[config.mk]
export PLATFORM = sky130hd
export DESIGN_NAME = gfx_plane_shifter_flat
export DESIGN_NICKNAME = d
export VERILOG_FILES = /design/src/rtl/gfx_pkg.sv /design/src/rtl/gfx_plane_shifter_if.sv /design/src/rtl/gfx_shift_chan.sv /design/src/rtl/gfx_plane_shifter.sv /design/src/flat_wrapper.sv
export SDC_FILE = /design/constraint.sdc
export NUM_CORES = 1
export LEC_CHECK = 0
export ABC_AREA = 1
export CORE_AREA = 3 3 179 181
export DETAILED_ROUTE_END_ITERATION = 12
export DIE_AREA = 0 0 182 184
export PLACE_DENSITY = 0.68
export SLEW_MARGIN = 20
export SYNTH_ARGS = -nofsm -noshare
export SYNTH_HDL_FRONTEND = slang
export SYNTH_HIERARCHICAL = 1
export SYNTH_SLANG_ARGS = --single-unit
[constraint.sdc]
create_clock -name sysclk -period 1.7 [get_ports sysclk]
set_input_delay 0.51 -clock sysclk [delete_from_list [all_inputs] [get_ports sysclk]]
set_output_delay 0.51 -clock sysclk [all_outputs]
set_load 0.02 [all_outputs]
[src/rtl/gfx_pkg.sv]
// Shared constants, strip bundle and column-order helper
// for the graphics plane shifter.
package gfx_pkg;

  localparam int GFX_PLANES = 6;
  localparam int GFX_PIX    = 8;
  localparam int GFX_PAL_W  = 2;

  typedef struct packed {
    logic [GFX_PLANES*GFX_PIX-1:0] data;
    logic                          flip;
    logic [GFX_PAL_W-1:0]          pal;
  } strip_t;

  // cnt counts down from pix; flip walks columns upward
  function automatic int col_sel(
    logic flip,
    int   cnt,
    int   pix = GFX_PIX
  );
    return flip ? (pix - cnt) : (cnt - 1);
  endfunction

endpackage

[src/rtl/gfx_plane_shifter_if.sv]
// Load handshake and pixel output bundle for all
// shifter channels.
interface gfx_plane_shifter_if #(
  parameter int PLANES   = 6,
  parameter int PIX      = 8,
  parameter int CHANNELS = 2,
  parameter int PAL_W    = 2
);

  logic                                  pix_en;
  logic [CHANNELS-1:0]                   ld_valid;
  logic [CHANNELS-1:0]                   ld_ready;
  logic [CHANNELS-1:0][PLANES*PIX-1:0]   ld_data;
  logic [CHANNELS-1:0]                   ld_flip;
  logic [CHANNELS-1:0][PAL_W-1:0]        ld_pal;
  logic [CHANNELS-1:0][PLANES-1:0]       ld_norom;
  logic [CHANNELS-1:0][PLANES-1:0]       ld_fill;
  logic [CHANNELS-1:0][PLANES-1:0]       pix_out;
  logic [CHANNELS-1:0][PAL_W-1:0]        pal_out;
  logic [CHANNELS-1:0]                   pix_valid;
  logic [CHANNELS-1:0]                   underrun;
  logic [CHANNELS-1:0]                   underrun_clr;

  modport master (
    output pix_en, ld_valid, ld_data, ld_flip,
    output ld_pal, ld_norom, ld_fill, underrun_clr,
    input  ld_ready, pix_out, pal_out,
    input  pix_valid, underrun
  );

  modport slave (
    input  pix_en, ld_valid, ld_data, ld_flip,
    input  ld_pal, ld_norom, ld_fill, underrun_clr,
    output ld_ready, pix_out, pal_out,
    output pix_valid, underrun
  );

endinterface

[src/rtl/gfx_shift_chan.sv]
// One shifter channel: staging buffer, column shifter,
// pixel counter and sticky underrun.
module gfx_shift_chan
  import gfx_pkg::*;
#(
  parameter int PLANES = GFX_PLANES,
  parameter int PIX    = GFX_PIX,
  parameter int PAL_W  = GFX_PAL_W
) (
  input  logic                  clk,
  input  logic                  rst_n,
  input  logic                  pix_en,
  input  logic                  ld_valid,
  output logic                  ld_ready,
  input  logic [PLANES*PIX-1:0] ld_data,
  input  logic                  ld_flip,
  input  logic [PAL_W-1:0]      ld_pal,
  input  logic [PLANES-1:0]     ld_norom,
  input  logic [PLANES-1:0]     ld_fill,
  output logic [PLANES-1:0]     pix_out,
  output logic [PAL_W-1:0]      pal_out,
  output logic                  pix_valid,
  output logic                  underrun,
  input  logic                  underrun_clr
);

  localparam int CW  = $clog2(PIX + 1);
  localparam int CIW = (PIX > 1) ? $clog2(PIX) : 1;

  typedef struct packed {
    logic [PLANES*PIX-1:0] data;
    logic                  flip;
    logic [PAL_W-1:0]      pal;
  } chan_strip_t;

  chan_strip_t stg, sh, ld_word;
  logic        stg_full, armed;
  logic [CW-1:0] cnt;
  logic        accept, xfer, avail;
  logic [CIW-1:0] col;
  logic [PLANES-1:0] col_pix;

  logic [PLANES-1:0][PIX-1:0] ld_d2, ld_sub, sh_d2;

  assign ld_d2 = ld_data;
  assign sh_d2 = sh.data;

  for (genvar p = 0; p < PLANES; p++) begin : g_pl
    assign ld_sub[p]  = ld_norom[p] ? {PIX{ld_fill[p]}}
                                    : ld_d2[p];
    assign col_pix[p] = sh_d2[p][col];
  end

  always_comb begin
    ld_word      = '0;
    ld_word.data = ld_sub;
    ld_word.flip = ld_flip;
    ld_word.pal  = ld_pal;
  end

  assign col      = CIW'(col_sel(sh.flip, int'(cnt), PIX));
  assign ld_ready = ~stg_full;
  assign accept   = ld_valid & ~stg_full;
  assign avail    = (cnt != '0);
  // cnt==1 with pix_en hands over right after the last pixel
  assign xfer     = stg_full &
                    (~avail | (pix_en & (cnt == CW'(1))));

  always_ff @(posedge clk or negedge rst_n) begin
    if (!rst_n) begin
      stg       <= '0;
      sh        <= '0;
      stg_full  <= 1'b0;
      cnt       <= '0;
      armed     <= 1'b0;
      pix_out   <= '0;
      pal_out   <= '0;
      pix_valid <= 1'b0;
      underrun  <= 1'b0;
    end else begin
      if (accept) begin
        stg      <= ld_word;
        stg_full <= 1'b1;
      end else if (xfer) begin
        stg_full <= 1'b0;
      end
      if (xfer) begin
        sh    <= stg;
        cnt   <= CW'(PIX);
        armed <= 1'b1;
      end else if (pix_en && avail) begin
        cnt <= cnt - CW'(1);
      end
      if (pix_en) begin
        if (avail) begin
          pix_out   <= col_pix;
          pal_out   <= sh.pal;
          pix_valid <= 1'b1;
        end else begin
          pix_out   <= '0;
          pal_out   <= '0;
          pix_valid <= 1'b0;
        end
      end
      if (pix_en && !avail && armed)
        underrun <= 1'b1;
      else if (underrun_clr)
        underrun <= 1'b0;
    end
  end

endmodule

[src/rtl/gfx_plane_shifter.sv]
// Multi-channel graphics pixel serialiser; one
// independent shifter channel per generate slot.
module gfx_plane_shifter
  import gfx_pkg::*;
#(
  parameter int PLANES   = GFX_PLANES,
  parameter int PIX      = GFX_PIX,
  parameter int CHANNELS = 2,
  parameter int PAL_W    = GFX_PAL_W
) (
  input logic sysclk,
  input logic reset_b,
  gfx_plane_shifter_if.slave bus
);

  for (genvar c = 0; c < CHANNELS; c++) begin : g_ch
    gfx_shift_chan #(
      .PLANES (PLANES),
      .PIX    (PIX),
      .PAL_W  (PAL_W)
    ) u_chan (
      .clk          (sysclk),
      .rst_n        (reset_b),
      .pix_en       (bus.pix_en),
      .ld_valid     (bus.ld_valid[c]),
      .ld_ready     (bus.ld_ready[c]),
      .ld_data      (bus.ld_data[c]),
      .ld_flip      (bus.ld_flip[c]),
      .ld_pal       (bus.ld_pal[c]),
      .ld_norom     (bus.ld_norom[c]),
      .ld_fill      (bus.ld_fill[c]),
      .pix_out      (bus.pix_out[c]),
      .pal_out      (bus.pal_out[c]),
      .pix_valid    (bus.pix_valid[c]),
      .underrun     (bus.underrun[c]),
      .underrun_clr (bus.underrun_clr[c])
    );
  end

endmodule

[src/flat_wrapper.sv]
// flat-port wrapper written by rule: the top's interface ports become plain ports
module gfx_plane_shifter_flat import gfx_pkg::*;
#(
  parameter int PLANES   = GFX_PLANES,
  parameter int PIX      = GFX_PIX,
  parameter int CHANNELS = 2,
  parameter int PAL_W    = GFX_PAL_W
)
  (sysclk, reset_b, bus_pix_en, bus_ld_valid, bus_ld_data, bus_ld_flip, bus_ld_pal, bus_ld_norom, bus_ld_fill, bus_underrun_clr, bus_ld_ready, bus_pix_out, bus_pal_out, bus_pix_valid, bus_underrun);
  gfx_plane_shifter_if #(.PLANES(PLANES), .PIX(PIX), .CHANNELS(CHANNELS), .PAL_W(PAL_W)) bus_i ();
  input logic sysclk;
  input logic reset_b;
  input wire logic [$bits(bus_i.pix_en)-1:0] bus_pix_en;
  input wire logic [$bits(bus_i.ld_valid)-1:0] bus_ld_valid;
  input wire logic [$bits(bus_i.ld_data)-1:0] bus_ld_data;
  input wire logic [$bits(bus_i.ld_flip)-1:0] bus_ld_flip;
  input wire logic [$bits(bus_i.ld_pal)-1:0] bus_ld_pal;
  input wire logic [$bits(bus_i.ld_norom)-1:0] bus_ld_norom;
  input wire logic [$bits(bus_i.ld_fill)-1:0] bus_ld_fill;
  input wire logic [$bits(bus_i.underrun_clr)-1:0] bus_underrun_clr;
  output wire logic [$bits(bus_i.ld_ready)-1:0] bus_ld_ready;
  output wire logic [$bits(bus_i.pix_out)-1:0] bus_pix_out;
  output wire logic [$bits(bus_i.pal_out)-1:0] bus_pal_out;
  output wire logic [$bits(bus_i.pix_valid)-1:0] bus_pix_valid;
  output wire logic [$bits(bus_i.underrun)-1:0] bus_underrun;
  assign bus_i.pix_en = bus_pix_en;
  assign bus_i.ld_valid = bus_ld_valid;
  assign bus_i.ld_data = bus_ld_data;
  assign bus_i.ld_flip = bus_ld_flip;
  assign bus_i.ld_pal = bus_ld_pal;
  assign bus_i.ld_norom = bus_ld_norom;
  assign bus_i.ld_fill = bus_ld_fill;
  assign bus_i.underrun_clr = bus_underrun_clr;
  assign bus_ld_ready = bus_i.ld_ready;
  assign bus_pix_out = bus_i.pix_out;
  assign bus_pal_out = bus_i.pal_out;
  assign bus_pix_valid = bus_i.pix_valid;
  assign bus_underrun = bus_i.underrun;
  gfx_plane_shifter #(.PLANES(PLANES), .PIX(PIX), .CHANNELS(CHANNELS), .PAL_W(PAL_W)) u_core (.sysclk(sysclk), .reset_b(reset_b), .bus(bus_i));
endmodule
[Word level (Yosys, flattened, before mapping)]
Cells that the tools add are included.
Storage, ports and cells
  input bits: 133
  logic and storage cells: 120
  bits in registers: 236
Cells by class
  muxes and demuxes: 56
  magnitude comparators: 2
  add/subtract/negate cells: 6
  bitwise gates (word level): 12
  reduce and logical (&&, ||, !) cells: 16
  eq/ne operators: 2
Operators with widths (count)
  $mux W8: 12
  $bmux W1 S3: 12
  $mux W1: 22
  $mux W4: 4
  $mux W6: 2
  $reduce_bool A2 Y1: 6
  $eq A4 B1 Y1 const B: 2
  $lt A3 B4 Y1 const B: 2
  $reduce_bool A4 Y1: 2
  $sub A4 B1 Y4 const B: 2
  $and A1 B1 Y1: 6
  $logic_and A1 B1 Y1: 6
  $mux W3: 2
  $sub A1 B3 Y3 const A: 2
  $sub A3 B1 Y3 const B: 2
  $mux W2: 2
  $not A1 Y1: 4
  $logic_not A1 Y1: 2
  $or A1 B1 Y1: 2

[Depth between registers and ports, before layout]
Gate-level depths: netlist of the first run.
  depth in word-level cells: 6
  mapped depth: 11
  mapped depth without buffers: 11

[By module]
Netlist of the first run, hierarchy kept.
By module, submodules not included
  gfx_shift_chan: area an instance 5302.6 µm², instances 2, cells each 615

[Worst setup path before layout of the first run]
OpenSTA, ideal clock, no wires.
  path type: register to register
  start: register u_core.g_ch[0].u_chan.cnt[0]
  end: register u_core.g_ch[0].u_chan.sh (netlist bit u_core/g_ch[0].u_chan/sh_d2[37])
  data arrival time: 1486 ps
  slack: 93 ps
  path buffers: 2
  stages on the path, launching flop included: 10
  cells stage by stage: dfrtp_1 > inv_1 > ha_1 > nand2_2 > nor2_1 > nand2_2 > nand2_2 > buf_6 > buf_6 > o21ai_1
Between the ends
  cells in the longest elaborated chain, start to end: 4
  elaborated cells between the ends (all ways): 6
  classes of those cells: eq/ne (1); bitwise (4); reduce/logical (1)
Ends and longest elaborated chain
  from (decl): line gfx_shift_chan.sv:38  | logic [CW-1:0] cnt;
  from (signal assigned): line gfx_shift_chan.sv:89  | cnt <= CW'(PIX);
  from (signal assigned): line gfx_shift_chan.sv:92  | cnt <= cnt - CW'(1);
  $eq A4 B1 Y1 / $reduce_bool A4 Y1 (equally long branches): line gfx_shift_chan.sv:67, gfx_shift_chan.sv:64
  $and A1 B1 Y1 / $not A1 Y1 (equally long branches): line gfx_shift_chan.sv:67  | (~avail | (pix_en & (cnt == CW'(1))));
  $or A1 B1 Y1 *: line gfx_shift_chan.sv:67
  $and A1 B1 Y1 *: line gfx_shift_chan.sv:66  | assign xfer = stg_full &
  to (signal assigned): line gfx_shift_chan.sv:88  | sh <= stg;
  to (decl): line gfx_shift_chan.sv:36  | chan_strip_t stg, sh, ld_word;
Every way passes the cells marked *; elsewhere a longest branch is shown, timed or not.
A chain may end at the register's enable or synchronous reset.

[Final worst setup path of the first run]
  start: register u_core.g_ch[1].u_chan.stg_full
  end: output port bus_ld_ready[1]
Between the ends
  cells in the longest elaborated chain, start to end: 1
Ends and longest elaborated chain
  from (decl): line gfx_shift_chan.sv:37  | logic stg_full, armed;
  from (signal assigned): line gfx_shift_chan.sv:73  | stg_full <= 1'b0;
  from (signal assigned): line gfx_shift_chan.sv:83  | stg_full <= 1'b1;
  from (signal assigned): line gfx_shift_chan.sv:85  | stg_full <= 1'b0;
  $not A1 Y1: line gfx_shift_chan.sv:62  | assign ld_ready = ~stg_full;
  to (decl): line flat_wrapper.sv:21  | output wire logic [$bits(bus_i.ld_ready)-1:0] bus_ld_ready;
Every way passes these cells.

==> impl_metrics.toml, run 1 <==
[global_routing]
grt_pass1_vias = 8843
track_usage = 0.164
overflow = 0
grt_start_max_net_pins = 59
antenna_found_initial = 0
grt_pass1_wl_um = 45300

[final_layout]
layout.cells.non_filler = 1856
drive_gt1_frac = 0.140
syn_to_final_growth_pct = 32.7
layout.nets = 1580
num_antenna_cells = 0
design_area_sq_um = 14100
fillers = 2973
utilization = 0.460

[synthesis]
synthTopCellsByArea = "dfrtp_1 (56%), nand2_1 (11%), a21oi_1 (9.6%)"
synthMuxAreaShare = 0.00637
synth-seq-area-share = 0.557
yosys.area.top_type = "dfrtp_1"
syn_nets = 1367
netlist_area_sq_um = 10600
syn_inst = 1230
synth-compound-area-share = 0.159
synth_top_family_by_area = "simple AND/OR/NAND/NOR gates"
synth_seq_cells = 236
ys_types = 23
post_synth_xor_area_fraction = 0.00165
synthSimpleGateAreaFrac = 0.187
yosysWarningCount = 6
synth_adder_area_share = 0.00472
synth_top_area_share = 0.557
postSynthAreaPerCell_sq_um = 8.62

[sta]
final_max_slew_viol_count = 0
max_freq_mhz = 596
min_period_over_period = 0.987
setup_violations = 0
min_period_ns = 1.68
rsz0062_at_grt = "yes"
postLayoutSetupSlackWorst_ns = 0.0219
slew_headroom = 0.658
worstMarginPinSlew_ns = 0.514
fin_skew_ns = 0.0102
hold_violations = 0

[worst_setup_path]
crit_type = "reg2out"
critPathLaunchType = "flop"
crit_path_max_fanout = 4
required_ns = 1.19
path_cells = "inv_4, buf_6"
cp.arrival_ns = 1.17
r2r_start = "u_core/g_ch[0].u_chan/cnt[1]"
crit_start = "u_core/g_ch[1].u_chan/stg_full"
cp-end-kind = "output pin"
cp_slowest_stage_delay_ns = 0.40
slowest_stage = "dfrtp_1"

[placement]
place_hpwl_um = 19700
dp_cells = 1803
place_ws_ns = -0.333
gp_congestion = 0.837
io_buffers = 154
placedInstanceArea_sq_um = 13100

[outcome]
outcome = "finished clean"

[pwr]
ir_worst_vdd_v = 0.000867
leakage_nw = 6.45
power_density_nw_per_um2 = 1890

[detailed_routing]
totalWireLength_um = 28900
drc = 0
viasPerCell = 4.96
drt_first_pass_iters = 5
final_antenna_net_count = 0
dr.first_iter.drc_count = 705
vias = 9200
wl_per_cell_um = 15.6

[floorplan]
ios = 155
die_h_um = 184
dieArea_sq_um = 33500
coreArea_sq_um = 30600
initial_core_util = 0.347
num_rows = 64
die_w_um = 182

[clock_tree]
cts_buffers = 25
clock_path_buffers = 3
cts.reportedPaths.clkPinSlew_ns = 0.06
numClockSinks = 236
cts_tree = "done"
cts_htree_levels = 1
cts_root_buffer = "clkbuf_16"
clkLatencyLatePin_ns = 0.51

[run]
max_cap_viol_count = 0

[min_path]
holdCritPathClass = "reg2reg"
hp-start = "u_core/g_ch[0].u_chan/armed"
-- power breakdown --
group | switching, mW | total [mW] | leakage [nW] | internal, mW
combinational | 6.92 | 11.5 | 3.25 | 4.60
clock | 2.14 | 5.40 | 0.403 | 3.26
sequential | 1.32 | 9.63 | 2.80 | 8.31
total | 10.4 | 26.6 | 6.45 | 16.2
-- what timing repair did --
action / 4_1_cts / 5_1_grt
resized for setup: 85 / 36
buffers inserted: 2 / 2
cloned: 0 / 5
pin swaps: 0 / 8
endpoints found under the hold margin: 34 / 0
endpoints found under the setup margin: 71 / 175
hold buffers: 1 / 0
-- placed cells by master (no fill, tap or decap), drive strengths merged --
cell type / instances
xnor2: 2
clkinvlp: 3
ha: 4
o21ai: 112
dfrtp: 236
o22ai: 4
nand4: 2
mux2: 6
bufinv: 2
dlygate4sd3: 1
inv: 137
clkdlybuf4s50: 131
nor2: 4
clkbuf: 42
clkdlybuf4s15: 3
nand2: 318
a21oi: 204
nand3: 142
buf: 98
o32ai: 2
clkinv: 7
-- metal layers --
layer | global-route usage | vias to the layer above | wire [um]
li1 | - | 4466 | -
met1 | 0.242 | 4381 | 13600
met2 | 0.252 | 295 | 12900
met3 | 0.0214 | 58 | 1590
met4 | 0.0521 | 0 | 771
met5 | 0 | - | 0
-- layout make-up --
cell class | instances | area, sq um | area share
Sequential cell | 236 | 5910 | 0.420
Timing Repair inverter | 1 | 7.51 | 0.000533
Clock buffer | 38 | 734 | 0.0522
Clock inverter | 6 | 80.1 | 0.00569
Tap cell | 396 | 495 | 0.0352
Multi-Input combinational cell | 800 | 3890 | 0.277
Timing Repair Buffer | 237 | 2420 | 0.172
Inverter | 142 | 544 | 0.0387
-- cells by family (layout without fill, tap and decap cells) --
kind of cell,Yosys count,after routing
DFF,236,236
and+or+nand+nor,466,466
buffers and inverters,194,424
AOI/OAI and AO/OA,322,322
muxes,6,6
adders and majority gates,4,4
xor gates and xnor gates,2,2
-- sequential cells by signal (all words and copies together) (netlist names) --
name and flops:
u_core/g_ch.u_chan/stg 102, u_core/g_ch.u_chan/sh_d2 96, u_core/g_ch.u_chan/pix_out 12, u_core/g_ch.u_chan/cnt 8, u_core/g_ch.u_chan/sh 6, u_core/g_ch.u_chan/pal_out 4
u_core/g_ch.u_chan/armed 2, u_core/g_ch.u_chan/pix_valid 2, u_core/g_ch.u_chan/stg_full 2, u_core/g_ch.u_chan/underrun 2
-- stage by stage --
step	setup TNS [ns]	hold slack, ns	power [mW]
finish	0	0.475	26.6
global route	-0.0442	0.498	28.7
CTS	-0.0405	0.475	26.1
detailed placement	-37.54	0.438	20.5
global placement	-32.94	0.434	20.1
floorplan	0	0.214	16.7
-- synthesized netlist by cell type (all sizes together) --
master and number:
o22ai 4, clkinv 4, dfrtp 236, ha 4, a21oi 204, xnor2 2, nand2 318, nand4 2
buf 28, inv 138, o21ai 112, nor2 4, o32ai 2, nand3 142, mux2 6, clkbuf 24
-- final timing paths --
kind | endpoint | slack [ns] | cells past startpoint
hold reg to reg | u_core/g_ch[0].u_chan/armed | 0.48 | 2
setup reg to reg | u_core/g_ch[0].u_chan/sh_d2[12] | 0.09 | 8
hold / removal | u_core/g_ch[0].u_chan/armed | 0.48 | 2
min in group asynchronous | u_core/g_ch[0].u_chan/sh_d2[34] | 0.49 | 2
max in group asynchronous | u_core/g_ch[1].u_chan/stg[27] | 0.59 | 3
setup / recovery | bus_ld_ready[1] | 0.02 | 2
-- critical path: cells and delay by family (launching register included) --
kind | cells | cell delay, ns
buffers and inverters | 2 | 0.25
flip-flops | 1 | 0.40
(Power assumes the default switching activity.)
==> run 2: changes to the inputs <==
--- a/config.mk
+++ b/config.mk
@@ -10,6 +10,7 @@
 export DETAILED_ROUTE_END_ITERATION = 12
 export DIE_AREA = 0 0 182 184
 export PLACE_DENSITY = 0.68
+export SETUP_SLACK_MARGIN = 0.4
 export SLEW_MARGIN = 20
 export SYNTH_ARGS = -nofsm -noshare
 export SYNTH_HDL_FRONTEND = slang
==> impl_metrics.toml, run 2 (synthesis results as in run 1) <==
[outcome]
outcome = "finished with violations"
violations = "setup timing"

[clock_tree]
clock_path_buffers = 3
cts.reportedPaths.clkPinSlew_ns = 0.07
clkLatencyLatePin_ns = 0.52
cts_buffers = 25
cts_htree_levels = 1
cts_root_buffer = "clkbuf_16"
cts_tree = "done"
numClockSinks = 236

[final_layout]
drive_gt1_frac = 0.406
layout.nets = 1671
num_antenna_cells = 0
multi_input_area_sq_um = 5590
largest_reg_flops = 102
largest_register = "u_core/g_ch.u_chan/stg"
layout_common_cells = "dfrtp_1 (234), nand2_1 (210), clkdlybuf4s50_1 (131)"
layout.cells.non_filler = 1947
utilization = 0.571
seq_area_sq_um = 5910
layout_commonest_cell = "dfrtp_1"
syn_to_final_growth_pct = 64.7
fillers = 2474
design_area_sq_um = 17500

[detailed_routing]
totalWireLength_um = 36400
dr.first_iter.drc_count = 765
viasPerCell = 5.25
wl_per_cell_um = 18.7
top_layer = "met5"
drt_first_pass_iters = 7
final_antenna_net_count = 0
wl_met3_um = 2360
met2_length_um = 17800
wl_met1_um = 15300
vias = 10215
drc = 0

[worst_setup_path]
r2r_start = "u_core/g_ch[1].u_chan/cnt[0]"
cp-end-kind = "flop"
crit_type = "reg2reg"
critPathLaunchType = "flop"
crit_path_max_fanout = 8
crit_start = "u_core/g_ch[1].u_chan/cnt[0]"
cp-endpoint = "u_core/g_ch[1].u_chan/sh_d2[7]"
r2r_cells = 10
cp.arrival_ns = 2.13
timing.rr.end = "u_core/g_ch[1].u_chan/sh_d2[7]"
required_ns = 2.10
reg2reg_setup_slack_ns = -0.03

[run]
max_cap_viol_count = 0

[sta]
worstMarginPinSlew_ns = 0.392
max_freq_mhz = 578
min_period_ns = 1.73
setup_violations = 2
holdWs_ns = 0.488
fin_skew_ns = 0.0214
slew_headroom = 0.739
final_max_slew_viol_count = 0
rsz0062_at_grt = "yes"
min_period_over_period = 1.02
fin_setup_tns_ns = -0.0366
hold_violations = 0
postLayoutSetupSlackWorst_ns = -0.0301

[placement]
place_ws_ns = -0.287
placedInstanceArea_sq_um = 13100
place_hpwl_um = 19900
gp_congestion = 0.829
io_buffers = 154
dp_cells = 1796

[global_routing]
grt_pass1_vias = 10557
grt_start_max_net_pins = 49
grt_pass1_wl_um = 54900
overflow = 0
antenna_found_initial = 1
track_usage = 0.201

[floorplan]
die_h_um = 184
die_w_um = 182
coreArea_sq_um = 30600
initial_core_util = 0.347
dieArea_sq_um = 33500
num_rows = 64
ios = 155

[pwr]
total_power_mw = 35.0
power_density_nw_per_um2 = 2000
ir_worst_vdd_v = 0.000848
leakage_nw = 7.90

[min_path]
holdCritPathClass = "in2async"
==> run 2: cell count changes in the layout (fill, tap and decap cells not counted), moves of 62 or more <==
cell     change
a21oi_1    -116
buf_6       +70
o21ai_2     +62
a21oi_2    +106
nand2_1     -92
o21ai_0     -83
==> run 2: layout make-up <==
type	count	share of cell area
Sequential cell	236	0.338
Multi-Input combinational cell	800	0.320
Timing Repair Buffer	329	0.230
Clock buffer	32	0.0408
Inverter	142	0.0335
Tap cell	396	0.0284
Clock inverter	12	0.00974
==> run 2: report_power, final <==
part / leakage (nW) / switching, mW / internal, mW / total (mW)
Clock: 0.425 / 2.26 / 3.55 / 5.81
Combinational: 4.69 / 10.3 / 8.70 / 19.0
Sequential: 2.79 / 1.79 / 8.32 / 10.1
Total: 7.90 / 14.4 / 20.6 / 35.0
==> run 2: layer usage <==
layer | track usage | up-vias
met5 | 0 | -
met4 | 0.0555 | 2
met3 | 0.0281 | 73
met2 | 0.333 | 376
met1 | 0.278 | 5095
li1 | - | 4669
==> run 2: worst min path at each step <==
stage,end
floorplan,u_core/g_ch[0].u_chan/armed
global placement,u_core/g_ch[1].u_chan/sh_d2[10]
detailed placement,u_core/g_ch[1].u_chan/sh_d2[11]
CTS,u_core/g_ch[0].u_chan/armed
global route,u_core/g_ch[1].u_chan/sh_d2[11]
finish,u_core/g_ch[1].u_chan/sh_d2[11]
==> run 2: timing repair <==
action,4_1_cts,5_1_grt
hold buffers,1,0
endpoints found under the setup margin,254,257
hold endpoints to repair,35,0
gates cloned,26,3
setup buffers,64,13
pin swaps,34,24
resized for setup,503,214
==> run 2: critical path: stages, from the launching register on <==
cell and delay [ns]:
dfrtp_1 0.41, buf_6 0.14, ha_4 0.15, nand4_1 0.11
buf_4 0.16, nand2_8 0.09, buf_6 0.14, buf_12 0.12
buf_16 0.15, nand2_2 0.07, o21ai_1 0.07
==> run 3: changes to the inputs <==
--- a/config.mk
+++ b/config.mk
@@ -9,7 +9,7 @@
 export CORE_AREA = 3 3 179 181
 export DETAILED_ROUTE_END_ITERATION = 12
 export DIE_AREA = 0 0 182 184
-export PLACE_DENSITY = 0.68
+export PLACE_DENSITY = 0.66
 export SETUP_SLACK_MARGIN = 0.4
 export SLEW_MARGIN = 20
 export SYNTH_ARGS = -nofsm -noshare
==> constraint.sdc (replaced) <==
create_clock -name sysclk -period 1.98 [get_ports sysclk]
set_input_delay 0.594 -clock sysclk [delete_from_list [all_inputs] [get_ports sysclk]]
set_output_delay 0.594 -clock sysclk [all_outputs]
set_load 0.02 [all_outputs]
==> impl_metrics.toml, run 3 (synthesis results as in run 1) <==
[outcome]
outcome = "finished clean"

[final_layout]
layout_commonest_cell = "nand2_1"
syn_to_final_growth_pct = 45.8
num_antenna_cells = 0
drive_gt1_frac = 0.250
largest_reg_flops = 102
layout.nets = 1612
largest_register = "u_core/g_ch.u_chan/stg"
fillers = 2782
layout_common_cells = "nand2_1 (248), dfrtp_1 (236), a21oi_1 (204)"

[global_routing]
track_usage = 0.165
grt_pass1_wl_um = 45800
grt_pass1_vias = 8928
antenna_found_initial = 0
overflow = 0
grt_start_max_net_pins = 57

[worst_setup_path]
crit_path_max_fanout = 2
path_depth = 2
cp_slowest_stage_delay_ns = 0.38
path_buf_inv = 2
cp.arrival_ns = 1.16
critPathLaunchType = "flop"
crit_type = "reg2out"
crit_family = "flip-flops"
required_ns = 1.39
path_cells = "clkinv_2, buf_6"
reg2reg_setup_slack_ns = 0.25
slowest_stage = "dfrtp_1"
r2r_cells = 9
cp-end-kind = "output pin"

[detailed_routing]
final_antenna_net_count = 0
viasPerCell = 5.02
wl_per_cell_um = 16.6
vias = 9501
drc = 0
drt_first_pass_iters = 7
totalWireLength_um = 31300
dr.first_iter.drc_count = 687

[clock_tree]
clock_path_buffers = 3
cts.reportedPaths.clkPinSlew_ns = 0.06
cts_buffers = 27
numClockSinks = 236
cts_root_buffer = "clkbuf_16"
clkLatencyLatePin_ns = 0.53
cts_tree = "done"
cts_hold_buf = 0
cts_htree_levels = 1

[pwr]
leakage_nw = 7.07
power_density_nw_per_um2 = 1710
ir_worst_vdd_v = 0.00105

[floorplan]
num_rows = 64
die_w_um = 182
initial_core_util = 0.347
dieArea_sq_um = 33500
ios = 155
die_h_um = 184
coreArea_sq_um = 30600

[sta]
fin_skew_ns = 0.00912
final_max_slew_viol_count = 0
slew_headroom = 0.663
min_period_over_period = 0.886
setup_violations = 0
holdWs_ns = 0.00362
min_period_ns = 1.75
max_freq_mhz = 570
rsz0062_at_grt = "yes"
postLayoutSetupSlackWorst_ns = 0.226
worstMarginPinSlew_ns = 0.506
hold_violations = 0

[placement]
io_buffers = 154
gp_congestion = 0.830
place_hpwl_um = 19300
place_ws_ns = -0.0872

[run]
max_cap_viol_count = 0

[min_path]
holdCritPathClass = "in2async"
==> run 3: changes by cell type in the layout (fill, tap and decap cells not counted), moves of 38 or more <==
cell | before | now
o21ai_0 | 5 | 45
nand2_4 | 63 | 22
o21ai_2 | 78 | 38
nand2_1 | 210 | 248
a21oi_1 | 88 | 204
a21oi_2 | 106 | 0
buf_6 | 73 | 34
==> run 3: routing by layer <==
layer  track usage  part of all wire
met5             0                 0
met4        0.0500             0.029
met3        0.0214             0.054
met2         0.250              0.45
met1         0.247              0.46
==> run 3: layout make-up <==
class / instances / area (sq um) / share of cell area
sequential: 236 / 5910 / 0.382
multi-input combinational: 802 / 4600 / 0.298
timing repair buffer: 265 / 2910 / 0.188
clock buffer: 36 / 769 / 0.0498
inverter: 142 / 547 / 0.0354
tap: 396 / 495 / 0.0320
clock inverter: 13 / 226 / 0.0146
timing repair inverter: 1 / 7.51 / 0.000485
==> run 3: metrics by stage <==
stage / total power [mW] / std cells / cell area, sq um / util / TNS, ns
after floorplan: 14.4 / 1230 / 10600 / - / 0
after global placement: 17.0 / 1788 / 12900 / 0.421 / -2.17
after detailed placement: 17.3 / 1788 / 12900 / 0.421 / -3.67
after CTS: 23.5 / 1854 / 14100 / 0.461 / 0
after global routing: 28.3 / 1891 / 15500 / 0.506 / 0
final: 26.5 / 1891 / 15500 / 0.506 / 0
==> run 3: final timing paths <==
path,end,from
max in group asynchronous,u_core/g_ch[0].u_chan/stg[50],reset_b
min reg2reg,u_core/g_ch[1].u_chan/armed,u_core/g_ch[1].u_chan/armed
max,bus_ld_ready[0],u_core/g_ch[0].u_chan/stg_full
max reg2reg,u_core/g_ch[1].u_chan/sh_d2[27],u_core/g_ch[1].u_chan/cnt[1]
min,u_core/g_ch[1].u_chan/stg[12],reset_b
min in group sysclk,u_core/g_ch[1].u_chan/armed,u_core/g_ch[1].u_chan/armed
==> run 3: what timing repair did <==
item                       in CTS  in global routing
gates cloned                    1                 21
resized for setup             149                241
setup buffers                  16                 16
pin swaps                       1                 45
setup endpoints to repair     236                223
==> run 3: where the power goes <==
| part | switching [mW] | internal (mW) |
|---|---|---|
| combinational | 7.23 | 5.28 |
| sequential | 1.36 | 7.14 |
| clock | 2.01 | 3.50 |
